### src/rtl/half_subtractor_if.sv
// Lane operand/result bundle for the half subtractor.
// The block drives results through the slave modport; a producer uses master.
interface half_subtractor_if #(
   parameter int WIDTH = 1,
   parameter int CNT_W = 16
);
   logic [WIDTH-1:0] A;
   logic [WIDTH-1:0] B;
   logic             in_valid;
   logic             cnt_clr;
   logic [WIDTH-1:0] Difference;
   logic [WIDTH-1:0] Borrow;
   logic [WIDTH-1:0] diff_q;
   logic [WIDTH-1:0] borrow_q;
   logic             out_valid;
   logic [CNT_W-1:0] borrow_cnt;

   modport master (
      output A, B, in_valid, cnt_clr,
      input  Difference, Borrow, diff_q, borrow_q, out_valid, borrow_cnt
   );

   modport slave (
      input  A, B, in_valid, cnt_clr,
      output Difference, Borrow, diff_q, borrow_q, out_valid, borrow_cnt
   );
endinterface

### src/rtl/half_subtractor.sv
// Vector of independent 1-bit half subtractors (A - B per lane).
// Combinational difference/borrow, a valid-qualified registered copy,
// and a saturating count of captures that carried any borrow.

// One lane: comb result plus its capture register.
module half_subtractor_lane (
   input  logic clk,
   input  logic rst_n,
   input  logic a_i,
   input  logic b_i,
   input  logic cap_i,
   output logic diff_o,
   output logic borrow_o,
   output logic diff_q_o,
   output logic borrow_q_o
);
   logic diff_q;
   logic borrow_q;

   assign diff_o   = a_i ^ b_i;
   assign borrow_o = ~a_i & b_i;

   // Capture the comb result on a valid edge, otherwise hold.
   always_ff @(posedge clk or negedge rst_n) begin
      if (!rst_n) begin
         diff_q   <= 1'b0;
         borrow_q <= 1'b0;
      end else if (cap_i) begin
         diff_q   <= diff_o;
         borrow_q <= borrow_o;
      end
   end

   assign diff_q_o   = diff_q;
   assign borrow_q_o = borrow_q;
endmodule

module half_subtractor #(
   parameter int WIDTH = 1,
   parameter int CNT_W = 16
) (
   input  logic                clk,
   input  logic                rst_n,
   half_subtractor_if.slave    bus
);
   logic [WIDTH-1:0] diff;
   logic [WIDTH-1:0] borrow;
   logic [WIDTH-1:0] diff_q;
   logic [WIDTH-1:0] borrow_q;
   logic             out_valid_q;
   logic [CNT_W-1:0] cnt_q;
   logic [CNT_W-1:0] cnt_d;

   // No borrow chaining: every lane sees only its own A/B bit.
   for (genvar g = 0; g < WIDTH; g++) begin : g_lane
      half_subtractor_lane u_lane (
         .clk        (clk),
         .rst_n      (rst_n),
         .a_i        (bus.A[g]),
         .b_i        (bus.B[g]),
         .cap_i      (bus.in_valid),
         .diff_o     (diff[g]),
         .borrow_o   (borrow[g]),
         .diff_q_o   (diff_q[g]),
         .borrow_q_o (borrow_q[g])
      );
   end

   // Valid follows in_valid by one cycle; a reset drops any in-flight capture.
   always_ff @(posedge clk or negedge rst_n) begin
      if (!rst_n) out_valid_q <= 1'b0;
      else        out_valid_q <= bus.in_valid;
   end

   // Counter next state: clear wins, then saturating increment on a borrow capture.
   always_comb begin
      cnt_d = cnt_q;
      if (bus.cnt_clr)
         cnt_d = '0;
      else if (bus.in_valid && (|borrow) && (cnt_q != {CNT_W{1'b1}}))
         cnt_d = cnt_q + CNT_W'(1);
   end

   // Borrow-event counter register.
   always_ff @(posedge clk or negedge rst_n) begin
      if (!rst_n) cnt_q <= '0;
      else        cnt_q <= cnt_d;
   end

   assign bus.Difference = diff;
   assign bus.Borrow     = borrow;
   assign bus.diff_q     = diff_q;
   assign bus.borrow_q   = borrow_q;
   assign bus.out_valid  = out_valid_q;
   assign bus.borrow_cnt = cnt_q;
endmodule

### src/flat_wrapper.sv
// flat-port wrapper written by rule: the top's interface ports become plain ports
module half_subtractor_flat 
#(
   parameter int WIDTH = 1,
   parameter int CNT_W = 16
)
  (clk, rst_n, bus_A, bus_B, bus_in_valid, bus_cnt_clr, bus_Difference, bus_Borrow, bus_diff_q, bus_borrow_q, bus_out_valid, bus_borrow_cnt);
  half_subtractor_if #(.WIDTH(WIDTH), .CNT_W(CNT_W)) bus_i ();
  input  logic clk;
  input  logic rst_n;
  input wire logic [$bits(bus_i.A)-1:0] bus_A;
  input wire logic [$bits(bus_i.B)-1:0] bus_B;
  input wire logic [$bits(bus_i.in_valid)-1:0] bus_in_valid;
  input wire logic [$bits(bus_i.cnt_clr)-1:0] bus_cnt_clr;
  output wire logic [$bits(bus_i.Difference)-1:0] bus_Difference;
  output wire logic [$bits(bus_i.Borrow)-1:0] bus_Borrow;
  output wire logic [$bits(bus_i.diff_q)-1:0] bus_diff_q;
  output wire logic [$bits(bus_i.borrow_q)-1:0] bus_borrow_q;
  output wire logic [$bits(bus_i.out_valid)-1:0] bus_out_valid;
  output wire logic [$bits(bus_i.borrow_cnt)-1:0] bus_borrow_cnt;
  assign bus_i.A = bus_A;
  assign bus_i.B = bus_B;
  assign bus_i.in_valid = bus_in_valid;
  assign bus_i.cnt_clr = bus_cnt_clr;
  assign bus_Difference = bus_i.Difference;
  assign bus_Borrow = bus_i.Borrow;
  assign bus_diff_q = bus_i.diff_q;
  assign bus_borrow_q = bus_i.borrow_q;
  assign bus_out_valid = bus_i.out_valid;
  assign bus_borrow_cnt = bus_i.borrow_cnt;
  half_subtractor #(.WIDTH(WIDTH), .CNT_W(CNT_W)) u_core (.clk(clk), .rst_n(rst_n), .bus(bus_i));
endmodule
### config.mk
export PLATFORM = sky130hd
export DESIGN_NAME = half_subtractor_flat
export DESIGN_NICKNAME = d
export VERILOG_FILES = /design/src/rtl/half_subtractor_if.sv /design/src/rtl/half_subtractor.sv /design/src/flat_wrapper.sv
export SDC_FILE = /design/constraint.sdc
export NUM_CORES = 1
export LEC_CHECK = 0
export CORE_MARGIN = 2
export CORE_UTILIZATION = 48
export CTS_CLUSTER_DIAMETER = 120
export DETAILED_ROUTE_END_ITERATION = 8
export PLACE_DENSITY = 0.85
export SLEW_MARGIN = 5
export SYNTH_ARGS = -nofsm -noshare
export SYNTH_HDL_FRONTEND = slang
export SYNTH_SLANG_ARGS = --single-unit
### constraint.sdc
create_clock -name clk -period 2.4 [get_ports clk]
set_clock_uncertainty 0.1 [all_clocks]
set_input_delay 0.72 -clock clk [delete_from_list [all_inputs] [get_ports clk]]
set_output_delay 0.72 -clock clk [all_outputs]
set_load 0.02 [all_outputs]
==> Word-level counts from Yosys, hierarchy flattened <==
Cells that the tools add are included.
{ "totals": {"regBits": 19, "input_bits": 6, "word_cells": 14} }
{ "classes": {"addsub": 1, "n_eq_ne": 1, "mux": 2, "bitwise_logic": 3, "n_reduce_logical": 3} }
{ "ops": {"columns": ["cell", "n"], "rows": [
  ["16-bit 2-to-1 mux", 2],
  ["16-bit by 1-bit adder with 16-bit output, second input constant", 1],
  ["16-bit != test, second input constant", 1],
  ["1-bit logical AND", 2],
  ["2-bit nonzero test", 1],
  ["1-bit bitwise AND", 1],
  ["1-bit inverter", 1],
  ["1-bit bitwise XOR", 1]
]} }

==> Longest topological paths before layout <==
{ "logic_depth": {"depth_word": 6, "depth_mapped": 6, "mapped_depth_nobuf": 6} }

==> Modules after synthesis <==
Synthesis repeated with hierarchy kept, for this count alone.
{ "unflattened": {"cells_unflattened": 112, "area_unflattened_um2": 1039.7} }
{ "by_module_without_submodules": {"columns": ["module", "instances", "cells_per_inst", "area_each_um2"], "rows": [
  ["half_subtractor", 1, 104, 945.9],
  ["half_subtractor_lane", 1, 8, 93.8]
]} }

==> Worst setup path before layout <==
No wires, ideal clock.
{ "synth_path": {"path_type": "in2reg", "from": "in bus_A", "to": "reg u_core.cnt_q[12], in the netlist u_core.bus.borrow_cnt[12]", "t_arrival_ns": 2.029, "required_time_ns": 2.172, "path_slack_ns": 0.143, "cell_stages": 6, "path_buffers": 0, "path_cell_list": "inv_1 -> ha_1 -> and4_4 -> nand2_4 -> nor4_1 -> mux2_1"} }
{ "synth_via": {"elab_chain_cells": 5} }
{ "synth_rtl": {"columns": ["element", "line", "source"], "rows": [
  ["start: declaration", "flat_wrapper.sv:11", "input wire logic [$bits(bus_i.A)-1:0] bus_A;"],
  ["1-bit inverter", "half_subtractor.sv:21", "assign borrow_o = ~a_i & b_i;"],
  ["1-bit bitwise AND", "half_subtractor.sv:21", null],
  ["net bus_Borrow", "flat_wrapper.sv:16", "output wire logic [$bits(bus_i.Borrow)-1:0] bus_Borrow;"],
  ["1-bit logical AND (2 in series)", "half_subtractor.sv:80", "else if (bus.in_valid && (|borrow) && (cnt_q != {CNT_W{1'b1}}))"],
  ["2-bit nonzero test (no line)", null, null],
  ["end signal: assignment", "half_subtractor.sv:87", "else cnt_q <= cnt_d;"],
  ["end: declaration", "half_subtractor.sv:51", "logic [CNT_W-1:0] cnt_q;"]
]} }
The timed path passes the listed nets, and every way through them passes these cells.
A chain may end at the register's enable or synchronous reset.

==> Worst setup path after layout <==
{ "layout_path": {"from": "reg u_core.cnt_q[6], in the netlist u_core.bus.borrow_cnt[6]", "to": "out bus_borrow_cnt[6]"} }
{ "layout_lines": {"columns": ["element", "line", "source"], "rows": [
  ["end: declaration", "flat_wrapper.sv:20", "output wire logic [$bits(bus_i.borrow_cnt)-1:0] bus_borrow_cnt;"]
]} }
No word-level cell between the ends.

==> flow_metrics.tcl <==
set metrics [dict create \
    run_status "complete, no violations" \
    grt.busiest_layer "met2" \
    power_density_nw_per_um2 386 \
    core_um2 2170 \
    synth.largest_area_cell "dfrtp_1" \
    post_drt_wl_per_cell_um 15.7 \
    fmaxAchievable_mhz 437 \
    finalPower_mw 0.568 \
    drtIter0Drc 29 \
    place_ws_ps -558 \
    critPathMaxStageDelay_ps 660 \
    met2_usage 0.383 \
    worst-path-buf-inv 1 \
    end_kind "primary output" \
    report.final.slew_viol_count 0 \
    ys_types 38 \
    cts-hold-fix-buffers 0 \
    syn_inst 108 \
    cts.clk_slew.worst_paths_ps 110 \
    antenna_found_initial 0 \
    use_met1 0.273 \
    synth_most_common_cell "dfrtp_1" \
    cts.sinks 19 \
    critical_path.max_fanout 7 \
    maxCapViolations 0 \
    hold_viol 0 \
    dr.pass1.iters 4 \
    syn_to_final_growth_pct 36.9 \
    fin_cells 170 \
    clock_path_buffers 2 \
    cts_tree "yes" \
    p_leak_nw 0.602 \
    path_class "flop to primary output" \
    reg2reg_slack_ps 410 \
    io_buffers 26 \
    drive_gt1_frac 0.197 \
    use_met3 0.0322 \
    setup_viol 0 \
    track_usage 0.224 \
    min_period_ps 2290 \
    crit_cells 1 \
    ir_drop_mv 0.276 \
    r2r_end "u_core.bus.borrow_cnt[9]$_DFFE_PN0P_" \
    ys_seq_area_frac 0.442 \
    grt_pass1_wl_um 4400 \
    hold_start "u_core.g_lane[0].u_lane.borrow_q_o$_DFFE_PN0P_" \
    routabilityCongestion 0.785 \
    n_antenna_cell 0 \
    start_kind "flop" \
    rows 17 \
    drc 0 \
    numCtsBuffers 3 \
    htree_levels 1 \
    crit_required_ps 1580 \
    initial_core_util 0.495 \
    synthTopCellsByArea "dfrtp_1, a21oi_1, nand4_1" \
    gr-total-overflow 0 \
    async_flop_share 1.00 \
    place_inst 165 \
    holdPathEnd "u_core.g_lane[0].u_lane.borrow_q_o$_DFFE_PN0P_" \
    min_path_type "flop to flop" \
    die_w_um 51.3 \
    dp_hpwl_um 1940 \
    rsz0062_at_grt "no" \
    root_buffer "clkbuf_4" \
    synth_commonest_cells "dfrtp_1, a21oi_1" \
    crit_slowest_cell "clkdlybuf4s50_1" \
    clock_latency_ps 300 \
    cp_top_family "buffers and inverters" \
    die_area_um2 2630 \
    ys_warn_count 0 \
    synth_seq_cells 19 \
    arrival_ps 1470 \
    vias 1071 \
    reg2reg_from "u_core.bus.borrow_cnt[0]$_DFFE_PN0P_" \
    ant_nets 0 \
    grt_pass1_vias 950 \
    die_h_um 51.3 \
    rr_worst_depth 5 \
    syn_nets 116 \
    ios 27 \
    nets 151 \
    synth.avg_cell_area_um2 9.95 \
    hold_path_depth 2 \
    ys_dominant_reg_cell "dfrtp_1" \
    cp_cell_sequence "clkdlybuf4s50_1" \
    min_period_over_period 0.953 \
    fin_ws_ps 113 \
    synth_edf_count 0 \
    netlist_area_um2 1070 \
    slew_headroom 0.624 \
    wl_um 2670 \
    hold_slack_ps 438 \
    worst_slew_pin_slew_ps 563 \
    via_per_inst 6.30 \
    grt_max_degree 20 \
    yosysTopAreaCellShare 0.442 \
]
## through the flow
stage          cell area [um^2]  setup TNS (ps)   util
2_1_floorplan              1070               0      -
3_3_place_gp               1410           -2960  0.648
3_5_place_dp               1410           -3790  0.648
4_1_cts                    1440           -80.7  0.665
5_1_grt                    1470               0  0.678
6_report                   1470               0  0.678
## worst reg2reg max path, cell delays in order, from the launching register on
cell and delay, ps:
dfrtp_1 420, ha_1 340, nand3_1 220, nor4_1 510, o21ai_0 200, a21oi_1 140
## sequential cells by signal, summed over array words and instances (netlist names)
register / cells
u_core.bus.out_valid: 1
u_core.g_lane.u_lane.diff_q_o: 1
u_core.bus.borrow_cnt: 16
u_core.g_lane.u_lane.borrow_q_o: 1
## repair_timing
| action | in CTS | in global routing |
|---|---|---|
| gates resized for setup | 13 | 7 |
| buffers inserted | 0 | 1 |
| setup endpoints to repair | 3 | 11 |
| pin swaps | 0 | 0 |
## how the worst max path moves through the flow
stage,slack (ps),end,from
2_1_floorplan,140,u_core.bus.borrow_cnt[12]$_DFFE_PN0P_,bus_A
3_3_place_gp,-540,bus_Difference,bus_A
3_5_place_dp,-560,bus_Difference,bus_A
4_1_cts,-80,bus_Difference,bus_A
5_1_grt,60,bus_borrow_cnt[6],u_core.bus.borrow_cnt[6]$_DFFE_PN0P_
6_report,110,bus_borrow_cnt[6],u_core.bus.borrow_cnt[6]$_DFFE_PN0P_
## final cells by class
cell class | instances | area, um^2
Inverter | 5 | 18.8
Timing Repair Buffer | 34 | 322
Tap cell | 28 | 35.0
Fill cell | 190 | 698
Sequential cell | 19 | 478
Clock buffer | 4 | 26.3
Multi-Input combinational cell | 80 | 592
## placed cells by master, fill, tap and decap left out, drive strengths merged, types with 2 or more instances in the layout
cell type       n
clkdlybuf4s50  22
dfrtp          19
a21oi          11
buf            10
nand4           7
o21ai           6
nand3           5
nor2            5
inv             5
or3             4
nand2           4
nor3            4
clkbuf          4
a31oi           3
a211oi          3
o31ai           3
or4             3
and2            3
nor4            3
and4            3
a41oi           2
a311oi          2
dlymetal6s2s    2
mux2            2
ha              2
## cells by family (layout without fill, tap and decap cells)
logic type                 count (synthesis)  count (layout)  share of synthesized area
and+or+nand+nor                           45              45                      0.298
AOI/OAI and AO/OA                         31              31                      0.182
DFF                                       19              19                      0.442
buffers and inverters                      9              43                     0.0338
adders and majority gates                  2               2                     0.0233
muxes                                      2               2                     0.0210
## where the power goes
part	switching (mW)	internal (mW)
registers	0.00365	0.326
clock network	0.104	0.0649
logic	0.0367	0.0335
total	0.144	0.424
## metal layers
layer,part of all wire,wire length (um),vias to the layer above
li1,-,-,493
met1,0.42,1120,517
met2,0.51,1350,52
met3,0.049,132,9
met4,0.027,72,0
met5,0,0,-
Note: power is estimated with default switching activity, not from simulation.
